$ cat config.mk
export PLATFORM = sky130hd
export DESIGN_NAME = cpu_ctrl
export DESIGN_NICKNAME = d
export VERILOG_FILES = /design/src/rtl/cpu_ctrl.sv
export SDC_FILE = /design/constraint.sdc
export NUM_CORES = 1
export LEC_CHECK = 0
export CORE_UTILIZATION = 52
export DETAILED_ROUTE_END_ITERATION = 10
export PLACE_DENSITY = 0.86
export RECOVER_POWER = 50
export SYNTH_ARGS = -nofsm -noshare
export SYNTH_HDL_FRONTEND = slang
export SYNTH_SLANG_ARGS = --single-unit
$ cat constraint.sdc
create_clock -name clk -period 5.6 [get_ports clk]
set_input_delay 0.56 -clock clk [delete_from_list [all_inputs] [get_ports clk]]
set_output_delay 0.56 -clock clk [all_outputs]
set_load 0.02 [all_outputs]
$ cat src/rtl/cpu_ctrl.sv
// Multi-cycle CPU control FSM with fetch/decode/exec/mem/writeback sequencing.
// It also keeps retired-instruction and free-running cycle counters.
module cpu_ctrl (
  input  logic        clk,
  input  logic        rst_n,
  input  logic        run,
  input  logic        isR,
  input  logic        isI,
  input  logic        isJ,
  input  logic        isLd,
  input  logic        isSt,
  input  logic        isCond,
  input  logic        br_taken,
  input  logic        imem_ready,
  input  logic        dmem_ready,
  output logic        imem_req,
  output logic        dmem_req,
  output logic        dmem_we,
  output logic        ir_we,
  output logic        pc_we,
  output logic        rf_we,
  output logic [1:0]  pc_src,
  output logic        wb_sel,
  output logic [2:0]  state,
  output logic        illegal,
  output logic [31:0] retired,
  output logic [31:0] cycles
);

  typedef enum logic [2:0] {
    S_FETCH  = 3'b000,
    S_DECODE = 3'b001,
    S_EXEC   = 3'b010,
    S_MEM    = 3'b011,
    S_WB     = 3'b100
  } state_e;

  localparam logic [1:0] PC_SEQ = 2'b00;
  localparam logic [1:0] PC_BR  = 2'b01;
  localparam logic [1:0] PC_JMP = 2'b10;

  logic [2:0]  state_q, state_d;
  logic        fetch_pending_q, fetch_pending_d;
  logic [31:0] retired_q, retired_d;
  logic [31:0] cycles_q, cycles_d;
  logic        retire;

  logic        imem_req_c, dmem_req_c, dmem_we_c, ir_we_c, pc_we_c;
  logic        rf_we_c, wb_sel_c, illegal_c;
  logic [1:0]  pc_src_c;

  always_comb begin
    state_d         = state_q;
    fetch_pending_d = fetch_pending_q;
    retire          = 1'b0;
    imem_req_c      = 1'b0;
    dmem_req_c      = 1'b0;
    dmem_we_c       = 1'b0;
    ir_we_c         = 1'b0;
    pc_we_c         = 1'b0;
    rf_we_c         = 1'b0;
    wb_sel_c        = 1'b0;
    illegal_c       = 1'b0;
    pc_src_c        = PC_SEQ;

    case (state_q)
      S_FETCH: begin
        // An issued request stays up until the memory answers, even if run drops.
        imem_req_c = run | fetch_pending_q;
        if (imem_req_c) begin
          if (imem_ready) begin
            ir_we_c         = 1'b1;
            pc_we_c         = 1'b1;
            pc_src_c        = PC_SEQ;
            fetch_pending_d = 1'b0;
            state_d         = S_DECODE;
          end else begin
            fetch_pending_d = 1'b1;
          end
        end
      end
      S_DECODE: begin
        if (isJ) begin
          pc_we_c  = 1'b1;
          pc_src_c = PC_JMP;
          retire   = 1'b1;
          state_d  = S_FETCH;
        end else begin
          state_d = S_EXEC;
        end
      end
      S_EXEC: begin
        if (isLd | isSt) begin
          state_d = S_MEM;
        end else if (isCond) begin
          pc_we_c  = br_taken;
          pc_src_c = br_taken ? PC_BR : PC_SEQ;
          retire   = 1'b1;
          state_d  = S_FETCH;
        end else if (isR | isI) begin
          state_d = S_WB;
        end else begin
          illegal_c = 1'b1;
          retire    = 1'b1;
          state_d   = S_FETCH;
        end
      end
      S_MEM: begin
        dmem_req_c = 1'b1;
        dmem_we_c  = isSt;
        if (dmem_ready) begin
          if (isLd) begin
            state_d = S_WB;
          end else begin
            retire  = 1'b1;
            state_d = S_FETCH;
          end
        end
      end
      S_WB: begin
        rf_we_c  = 1'b1;
        wb_sel_c = isLd;
        retire   = 1'b1;
        state_d  = S_FETCH;
      end
      default: state_d = S_FETCH;
    endcase

    retired_d = retired_q + {31'd0, retire};
    cycles_d  = cycles_q + 32'd1;
  end

  always_ff @(posedge clk or negedge rst_n) begin
    if (!rst_n) begin
      state_q         <= S_FETCH;
      fetch_pending_q <= 1'b0;
      retired_q       <= 32'd0;
      cycles_q        <= 32'd0;
    end else begin
      state_q         <= state_d;
      fetch_pending_q <= fetch_pending_d;
      retired_q       <= retired_d;
      cycles_q        <= cycles_d;
    end
  end

  // Outputs are masked by rst_n so an asserted run cannot raise imem_req in reset.
  assign imem_req = rst_n & imem_req_c;
  assign dmem_req = rst_n & dmem_req_c;
  assign dmem_we  = rst_n & dmem_we_c;
  assign ir_we    = rst_n & ir_we_c;
  assign pc_we    = rst_n & pc_we_c;
  assign rf_we    = rst_n & rf_we_c;
  assign wb_sel   = rst_n & wb_sel_c;
  assign illegal  = rst_n & illegal_c;
  assign pc_src   = rst_n ? pc_src_c : PC_SEQ;
  assign state    = state_q;
  assign retired  = retired_q;
  assign cycles   = cycles_q;

endmodule

# Word-level counts from Yosys, hierarchy flattened
# Index checks and enable logic that the tools add are counted.
# totals
ff_bits	68
input_bits	12
output_inout_bits	77
# op_classes
add_sub_neg	2
n_eq_ne	7
mux	37
bitwise_logic	11
n_reduce_logical	3
# ops
op	n
32-bit by 1-bit adder with 32-bit output	1
32-bit by 1-bit adder with 32-bit output, second input constant	1
1-bit 2-to-1 mux	23
3-bit 2-to-1 mux	7
3-bit case mux with 4 select lines	1
1-bit bitwise AND	8
3-bit by 2-bit equality test with 1-bit output, second input constant	2
2-bit 2-to-1 mux	3
2-bit != test, second input constant	3
1-bit case mux with 4 select lines	1
2-bit case mux with 2 select lines	1
3-bit by 1-bit equality test with 1-bit output, second input constant	1
3-bit equality test, second input constant	1
3-bit zero test	1
1-bit bitwise OR	3
1-bit case mux with 3 select lines	1
3-bit AND reduction	1
2-bit AND reduction	1

# Logic depth before layout (Yosys ltp)
# Gate-level depths: netlist of the first run.
# depth
ltp_word	6
depth_mapped	11
mapped_depth_nobuf	10

# Worst setup path before layout of the first run
# No wires, ideal clock.
# synth_path
path_kind	register -> register
startpoint	register state_q[0], in the netlist state[0]
endpoint	register retired_q[30], in the netlist retired[30]
setup_ns	0.129
arrival_time_ns	2.730
required_ns	5.471
setup_slack_ns	2.741
stages_incl_launch_ff	11
cell_sequence	dfrtp_1 buf_2 nand2_1 or4b_2 o211ai_1 ha_1 ha_1 nand4_1 nor4_4 nand4_1 xnor2_1
# synth_via
elab_chain_cells	3
word_cells_on_any_way	6
# synth_lines
item	line_no	rtl
start, declared	42	logic [2:0] state_q, state_d;
start signal, assigned	140	state_q <= state_d;
3-bit equality test, or another cell as far along	66	case (state_q)
1-bit case mux with 4 select lines *	66	
32-bit by 1-bit adder with 32-bit output *	129	retired_d = retired_q + {31'd0, retire};
named net retired_d[30]	44	logic [31:0] retired_q, retired_d;
end signal, assigned	142	retired_q <= retired_d;
end, declared	44	
# Mark *: on every way through the listed nets, which the timed path passes. The rest lies on a longest branch.
# A chain may end at the register's enable or synchronous reset.

==> results of run 1 <==
## routing by layer
| metal | track usage [%] | routed length [um] | up-vias |
|---|---|---|---|
| li1 | - | - | 1227 |
| met1 | 31.8 | 3200 | 1323 |
| met2 | 37.7 | 3670 | 70 |
| met3 | 4.61 | 319 | 6 |
| met4 | 8.93 | 74 | 0 |
| met5 | 0 | 0 | - |
## per-stage QoR
stage | setup slack [ns] | util, % | area [um^2] | total power [mW]
6_report | 1.79 | 72.5 | 4320 | 1.11
5_1_grt | 1.08 | 72.5 | 4320 | 1.16
4_1_cts | 2.39 | 72.8 | 4340 | 1.12
3_5_place_dp | 2.04 | 70.0 | 4170 | 0.783
3_3_place_gp | 2.26 | 70.0 | 4170 | 0.778
2_1_floorplan | 2.74 | - | 3230 | 0.676
## cell usage after synthesis (2+ instances only)
cell type	number
a21oi_1	3
a31oi_1	2
and2_1	6
and3_1	13
and4_1	4
buf_2	2
dfrtp_1	68
ha_1	3
inv_1	7
nand2_1	23
nand3_1	26
nand3b_1	2
nand4_1	24
nand4b_1	3
nor2_1	16
nor3_1	6
nor4_1	4
nor4_2	3
xnor2_1	53
xor2_1	7
## worst max path at each step
stage / startpoint / end / cells past startpoint
after floorplan: state[0] / retired[30] / 10
after global placement: dmem_ready / retired[30] / 9
after detailed placement: isLd / retired[24] / 11
after CTS: isLd / retired[24] / 11
after global routing: rst_n / retired[9] / 2
final: rst_n / cycles[0] / 2
## kinds of logic (layout without fill, tap and decap cells)
| kind of cell | Yosys count | after routing | share of synthesized area [%] |
|---|---|---|---|
| AOI/OAI and AO/OA | 8 | 8 | 1.47 |
| buffers and inverters | 12 | 112 | 2.05 |
| muxes | 1 | 1 | 0.310 |
| DFF | 68 | 68 | 52.7 |
| adders and majority gates | 3 | 3 | 1.16 |
| xor gates and xnor gates | 60 | 60 | 16.3 |
| and+or+nand+nor | 142 | 142 | 26.1 |
## report_power, final
group          switching [mW]  internal [mW]  leakage [nW]
Clock                   0.183          0.158        0.0848
Combinational           0.108          0.100         0.782
Sequential             0.0443          0.520         0.906
Total                   0.335          0.778          1.77
## cell type report
type / count / area share, %
flip-flops and latches: 68 / 39.4
multi-input cells: 214 / 33.6
repair buffers: 89 / 20.3
clock buffers: 9 / 2.87
well taps: 75 / 2.17
clock inverters: 7 / 1.01
inverters: 7 / 0.609
## sequential cells by signal, indices dropped and copies added (netlist names)
register,count
cycles,32
fetch_pending_q,1
retired,32
state,3
==> summary.txt, run 1 <==
Status: finished with violations
Failing checks: capacitance limit, slew limit
Max VDD drop: 0.231 mV
Synth top area cells: dfrtp_1, xnor2_1, nand4_1, nand3_1, nand2_1
Clk sinks: 68
Full die area: 6530 um^2
DR vias/cell: 5.60
Critical setup path kind: primary input to asynchronous set/reset pin
Worst setup EP type: asynchronous set/reset pin
CTS clock-pin slew for the worst setup and hold paths: 0.07 ns
Initial Utilization: 54.2%
Largest net degree at the start of global routing: 65
Critical-path cell list: clkbuf_1, clkbuf_1
Violation count after the first detailed-route iteration: 126
Synthesized area per cell: 11.0 um^2
Post-route DRC: 0
Measured slew at the worst slew-check pin: 3.35 ns
CP Launch Type: primary input
Count of different cell masters after synthesis: 39
First-pass GRT wire length: 11,800 um
Skew final: 0.0119 ns
Max Buffers Root-to-Sink: 2
Seq/Total Area, Yosys: 52.7%
WHS: 0.224 ns
Required @ worst endpoint: 5.27 ns
Placed Cells: 453
Top delay family on crit path: buffers and inverters
Most frequent CP cell: clkbuf_1
FF-to-FF End: retired[30]
Setup_tns: 0 ns
Mapped cell area: 3230 um^2
Drt pass-1 iters: 5
Die Wd: 80.8 um
CTS-repair resized insts: 0
Period minus WS final: 3.81 ns
Unrepaired setup endpoints after global routing: no
CTS tree: yes
Period utilisation layout: 68.1%
Row count: 28
Final GP Congestion: 0.798
Worst EP arrival: 3.49 ns
Total Routed Length: 7260 um
ANT cells: 0
CORE AREA: 5960 um^2
Vias in the first global route: 2,474
Setup bufs post-CTS: 0
Post-synth top area cell: dfrtp_1
Multi-input gate area: 1450 um^2
R2R setup slack: 2.40 ns
RR Startpoint: state[0]
Crit path largest cell delay: 2.41 ns
Max_slew headroom: -123%
Number of filler cells placed in the layout: 455
Maximum clock frequency: 0.262 GHz
Leakage: 1.77 nW
Pwr dens: 258 nW/um^2
Cells after Synth: 294
Hold-fix buffers, CTS: 0
FF-to-FF path depth: 9
Final hold violations: 0
Max-Cap Viols: 1
Total gr overflow: 0
Worst Hold Class: primary input to asynchronous set/reset pin
CP bufs+invs: 2
Synth top area share: 52.7%
CTS buffer count: 9
Io pins: 89
EDFF count, synth: 0
Async set-reset flop share out of synthesis: 100%
Port bufs: 88
Die Ht: 80.8 um
Routed Antenna Nets: 0
Area grow syn2layout: 33.6%
Most common cell after layout, fill and taps aside: clkdlybuf4s50_1
Clk root buf: clkbuf_8
Syn nets: 309
Crit path max-delay cell type: clkbuf_1
CTS H-tree depth: 3
Clk_lat worst skew: 0.33 ns
Main flop type after synthesis: dfrtp_1
Post-DP HPWL: 5250 um
Slew Limit Fails: 65
Register Area: 1700 um^2
Flops & latches, synth: 68
Setup violators final: 0
Worst-path maximum fanout: 64
Share of layout cells above drive strength 1: 5.84%
Via count of the routed design: 2,626
Antenna violations before repair: 0
Ys Warns: 0
Final Non-Filler Cells: 469
Highest-count cells in the layout ignoring fill and taps: clkdlybuf4s50_1, dfrtp_1, xnor2_1, nand3_1, nand4_1
Nets: 404
WL/cell: 15.5 um
GRT Overall Usage: 23.6%
(Power assumes the default switching activity.)
==> run 2, diff against run 1 <==
CORE_UTILIZATION = 43   (was 52)
PLACE_DENSITY = 0.76   (was 0.86)
clock period = 3.08 ns   (was 5.6 ns; I/O delays follow)
==> summary.txt, run 2 (synthesized netlist as in run 1, its figures left out) <==
Status: finished with violations
Failing checks: capacitance limit, slew limit
DP Area: 4240 um^2
WL/cell: 14.1 um
Die Wd: 88.7 um
Skew final: 0.00700 ns
Antenna violations before repair: 0
Slew Limit Fails: 66
Nets: 410
RR Startpoint: state[0]
Final hold violations: 0
Final GP Congestion: 0.779
Final Cell Area: 4430 um^2
Io pins: 89
FF-to-FF End: retired[30]
Setup bufs post-CTS: 0
Die Ht: 88.7 um
Setup ws final: 0.271 ns
CTS buffer count: 9
Leakage: 1.87 nW
Placed Cells: 482
Most common cell after layout, fill and taps aside: dfrtp_1
WHS Path Cells: 1
CTS tree: yes
Int Pwr: 1.54 mW
Clk sinks: 68
Post-route DRC: 0
Maximum clock frequency: 0.356 GHz
Clk_lat worst skew: 0.33 ns
CORE AREA: 7250 um^2
Crit path largest cell delay: 0.64 ns
Critical-path cell list: nand2_1, or4b_2, o211ai_1, ha_1, ha_1, nand4_1, nor4_4, nand4_1, xnor2_1
Area grow syn2layout: 37.3%
Period minus WS final: 2.81 ns
ANT cells: 0
Switching share of total power: 28.6%
Max-Cap Viols: 1
GRT Overall Usage: 18.5%
CTS clock-pin slew for the worst setup and hold paths: 0.08 ns
Port bufs: 88
Initial Utilization: 44.5%
Worst EP arrival: 3.03 ns
Reg power frac: 46.6%
Placement Setup Slack: -0.0186 ns
Unrepaired setup endpoints after global routing: no
Max Buffers Root-to-Sink: 2
Total gr overflow: 0
Critical setup path kind: register to register
R2R setup slack: 0.27 ns
Worst Setup SP: state[0]
Worst-path maximum fanout: 8
Full die area: 7860 um^2
Combinational power share: 19.2%
Max VDD drop: 0.400 mV
Period utilisation layout: 91.2%
Clk root buf: clkbuf_8
Share of layout cells above drive strength 1: 7.25%
Setup violators final: 0
CTS H-tree depth: 3
Vias in the first global route: 2,341
First-pass GRT wire length: 11,200 um
Worst setup endpoint: retired[30]
Psw: 0.616 mW
Row count: 31
CP Launch Type: register
Worst setup EP type: register
Measured slew at the worst slew-check pin: 1.54 ns
Highest-count cells in the layout ignoring fill and taps: dfrtp_1, clkdlybuf4s50_1, xnor2_1, nand3_1, nand4_1
Max_slew headroom: -2.43%
Worst Hold Class: register to register
Clock group share of total power: 34.2%
Crit path max-delay cell type: or4b_2
Violation count after the first detailed-route iteration: 128
Final Non-Filler Cells: 499
Drt pass-1 iters: 4
Total Routed Length: 7020 um
FF-to-FF path depth: 9
Via count of the routed design: 2,604
Pwr dens: 486 nW/um^2
Routed Antenna Nets: 0
Largest net degree at the start of global routing: 66
DR vias/cell: 5.22
Required @ worst endpoint: 3.30 ns
Number of filler cells placed in the layout: 619
Post-DP HPWL: 5040 um
run 2: changes by cell type in the layout (fill, tap and decap cells not counted), moves of 2 or more:
cell             previous run  this run
clkdlybuf4s50_1            81        66
clkinv_4                    1         3
clkinvlp_4                  2         0
dlygate4sd3_1               6        22
clkinv_2                    4         1
buf_4                       0         4
run 2: power groups by stage:
stage                     combinational (mW)  sequential, mW  clock (mW)
after floorplan                        0.161            1.07           0
after global routing                   0.444            1.01       0.788
after global placement                 0.417            1.02           0
after detailed placement               0.424            1.02           0
after CTS                              0.427            1.00       0.755
final                                  0.414            1.00       0.735
run 2: how the worst min path moves through the flow:
stage	start	endpoint	slack, ns
global placement	rst_n	retired[0]	0.17
CTS	rst_n	state[2]	0.41
global route	cycles[31]	cycles[31]	0.50
finish	cycles[31]	cycles[31]	0.48
floorplan	rst_n	cycles[0]	0.01
detailed placement	rst_n	retired[1]	0.17
run 2: metrics by stage:
stage	util (%)	TNS (ns)	hold WS [ns]	power, mW
3_3_place_gp	58.4	0	0.172	1.44
4_1_cts	61.3	0	0.408	2.19
2_1_floorplan	-	0	0.0124	1.23
5_1_grt	61.1	0	0.496	2.24
3_5_place_dp	58.4	-0.0415	0.171	1.44
6_report	61.1	0	0.476	2.15
run 2: worst max-delay path: cells and delay by family, from the launching register on:
kind,cells,cell delay (ns)
flops,1,0.43
xor+xnor,1,0.16
fa+ha+maj,2,0.43
simple gates,5,1.54
compound gates,1,0.12
run 2: what timing repair did:
item	in CTS	in global routing
hold buffers	1	0
hold endpoints to repair	3	0
gates resized for setup	0	0
run 2: final cells by class:
type	instances	area [um^2]	area share, %
Tap cell	99	124	2.79
Sequential cell	68	1700	38.4
Clock inverter	5	61.3	1.38
Inverter	7	26.3	0.593
Timing Repair Buffer	95	923	20.8
Clock buffer	11	141	3.19
Multi-Input combinational cell	214	1460	32.8
run 2: metal layers:
layer  vias up  wire, um  track usage, %
li1       1239         -               -
met1      1279      3170            25.4
met2        71      3340            28.4
met3        15       350            3.82
met4         0       165            8.36
met5         -         0               0
==> variant (settings of run 2) <==
Register the output `retired` once more; this adds one clock of latency there. The other outputs are not delayed to match. Comments in the files are not updated.
--- a/src/rtl/cpu_ctrl.sv
+++ b/src/rtl/cpu_ctrl.sv
@@ -157,3 +157,5 @@
   assign state    = state_q;
-  assign retired  = retired_q;
+  always_ff @(posedge clk) begin
+    retired <= retired_q;
+  end
   assign cycles   = cycles_q;
Behaviour: not the same (Yosys sat finds a counterexample within 4 cycles, from zero or initial values and one cycle with rst_n low).
==> variant against run 2 <==
Final cell count is 8.2% higher; power up 23%; sequential cell count rose by 32; wire length is 6.1% higher; area after synthesis increased by 20%; via count increased by 6.5%; die area is 19% higher; clock power is 7.5% higher; maximum frequency is 3.9% lower; cell area increased by 15%; count of clock-buffer cells in the layout down 1; setup slack worse by 0.11 ns; first-iteration DRC count down 38%; highest routed layer unchanged.
==> variant: results (changes against run 2) <==
outcome=finished clean (was finished with violations); Mapped Nets=341 (was 309); async set-or-reset flop fraction in the synthesized netlist=68.0% (was 100%); Crit path max-delay family=simple AND/OR/NAND/NOR gates (unchanged); internal power=1.95 mW (was 1.54 mW); Worst Hold Class=reg -> reg (unchanged); leakage power=2.18 nW (was 1.87 nW); number of buffers created by CTS=9 (unchanged); most frequent cells after synthesis=sky130_fd_sc_hd__dfrtp_1, sky130_fd_sc_hd__xnor2_1, sky130_fd_sc_hd__dfxtp_1, sky130_fd_sc_hd__nand3_1, sky130_fd_sc_hd__nand4_1 (was sky130_fd_sc_hd__dfrtp_1, sky130_fd_sc_hd__xnor2_1, sky130_fd_sc_hd__nand3_1, sky130_fd_sc_hd__nand4_1, sky130_fd_sc_hd__nand2_1); first-pass GRT wire length=12.9 mm (was 11.2 mm); post-layout net count=442 (was 410); largest net degree at the start of global routing=50 (was 66); gate count of the mapped netlist=326 (was 294); GR Util All Layers=16.9% (was 18.5%); maximum level of the CTS H-tree=3 (unchanged); Max stage delay on crit path=0.72 ns (was 0.64 ns); Max Clock Skew=0.00691 ns (was 0.00700 ns); buffer depth of the longest clock path=2 (unchanged); IR drop worst, VDD=0.383 mV (was 0.400 mV); Slowest cell on crit path=sky130_fd_sc_hd__or4b_2 (unchanged); crit path max fanout=11 (was 8); wire length on met1=3.37 mm (was 3.17 mm); library cells used by synthesis=40 (was 39); vias per inst=5.13 (was 5.22); Arr. time, crit path=3.15 ns (was 3.03 ns); fraction of met2 tracks used by global routing=27.2% (was 28.4%); synthesized-area fraction occupied by xor and xnor cells=13.6% (was 16.3%); sequential-to-total area share from yosys stat=60.5% (was 52.7%); share of post-route cells with drive strength above 1=7.18% (was 7.25%); ANT cells=0 (unchanged); Detailed Place HPWL=5.26 mm (was 5.04 mm); weighted congestion reported at the end of routability-driven placement=0.786 (was 0.779); number of placed instances, taps included=522 (was 482); Detailed Routing Iterations Pass 1=4 (unchanged); via count of the first global-routing pass=2681 (was 2341); met1 GRT Util=22.1% (was 25.4%); met3 track utilization from global routing=5.13% (was 3.82%); fill cell total of the finished layout=747 (was 619); mux share of post-synthesis cell area=0.259% (was 0.310%); pin slew with the least headroom to its limit=1.19 ns (was 1.54 ns); Die Area=9390 sq um (was 7860 sq um); compound-cell area share of the yosys netlist=1.23% (was 1.47%); metal3 WL=392 microns (was 350 microns); number of vias after detailed routing=2772 (was 2604); placement-stage cell area=4880 sq um (was 4240 sq um); Post-Synth Adder-Cell Area=0.970% (was 1.16%); total wirelength of the detailed-routed design=7.45 mm (was 7.02 mm); Detail Route met2 WL=3.62 mm (was 3.34 mm); initial antenna violation count=0 (unchanged); final core utilization=58.2% (was 61.1%); largest cells by area after synthesis=sky130_fd_sc_hd__dfrtp_1, sky130_fd_sc_hd__dfxtp_1, sky130_fd_sc_hd__xnor2_1 (was sky130_fd_sc_hd__dfrtp_1, sky130_fd_sc_hd__xnor2_1, sky130_fd_sc_hd__nand4_1); detailed router's first-iteration violation count=80 (was 128)
==> variant: logic make-up (layout without fill, tap and decap cells) <==
kind of cell	count (synthesis)	after routing
muxes	1	1
DFF	100	100
adders and majority gates	3	3
AOI/OAI and AO/OA	8	8
buffers and inverters	12	118
and+or+nand+nor	142	142
xor gates and xnor gates	60	60
==> variant: through the flow <==
stage	setup TNS (ns)	setup WS, ns
after CTS	0	0.183
final	0	0.157
after detailed placement	-0.306	-0.0954
after global placement	0	0.0704
after floorplan	0	0.231
after global routing	-0.00293	-0.00293
==> variant: worst paths after layout <==
kind | start | endpoint | slack (ns) | cells after the start
setup / recovery | state[2] | retired_q[28] | 0.16 | 9
hold / removal | retired_q[0] | retired[0] | 0.39 | 0
setup reg to reg | state[2] | retired_q[28] | 0.16 | 9
hold reg to reg | retired_q[0] | retired[0] | 0.39 | 0
max in group asynchronous | rst_n | retired_q[23] | 1.00 | 3
min in group asynchronous | rst_n | retired_q[10] | 0.53 | 2
==> variant: repair_timing <==
action,4_1_cts,5_1_grt
endpoints found under the setup margin,0,2
endpoints found under the hold margin,19,0
buffers inserted,0,1
hold buffers,1,0
resized for setup,0,1
==> variant: power groups by stage <==
| stage | clock network [mW] | logic, mW | registers [mW] |
|---|---|---|---|
| 4_1_cts | 0.819 | 0.424 | 1.46 |
| 6_report | 0.790 | 0.405 | 1.45 |
| 2_1_floorplan | 0 | 0.161 | 1.53 |
| 3_3_place_gp | 0 | 0.411 | 1.48 |
| 3_5_place_dp | 0 | 0.418 | 1.48 |
| 5_1_grt | 0.870 | 0.444 | 1.47 |
==> variant: area by class of cell <==
class	instances	area share [%]
inverter	7	0.517
clock inverter	6	1.28
sequential	100	46.1
clock buffer	10	2.51
timing repair buffer	95	18.2
multi-input combinational	214	28.7
tap	108	2.66
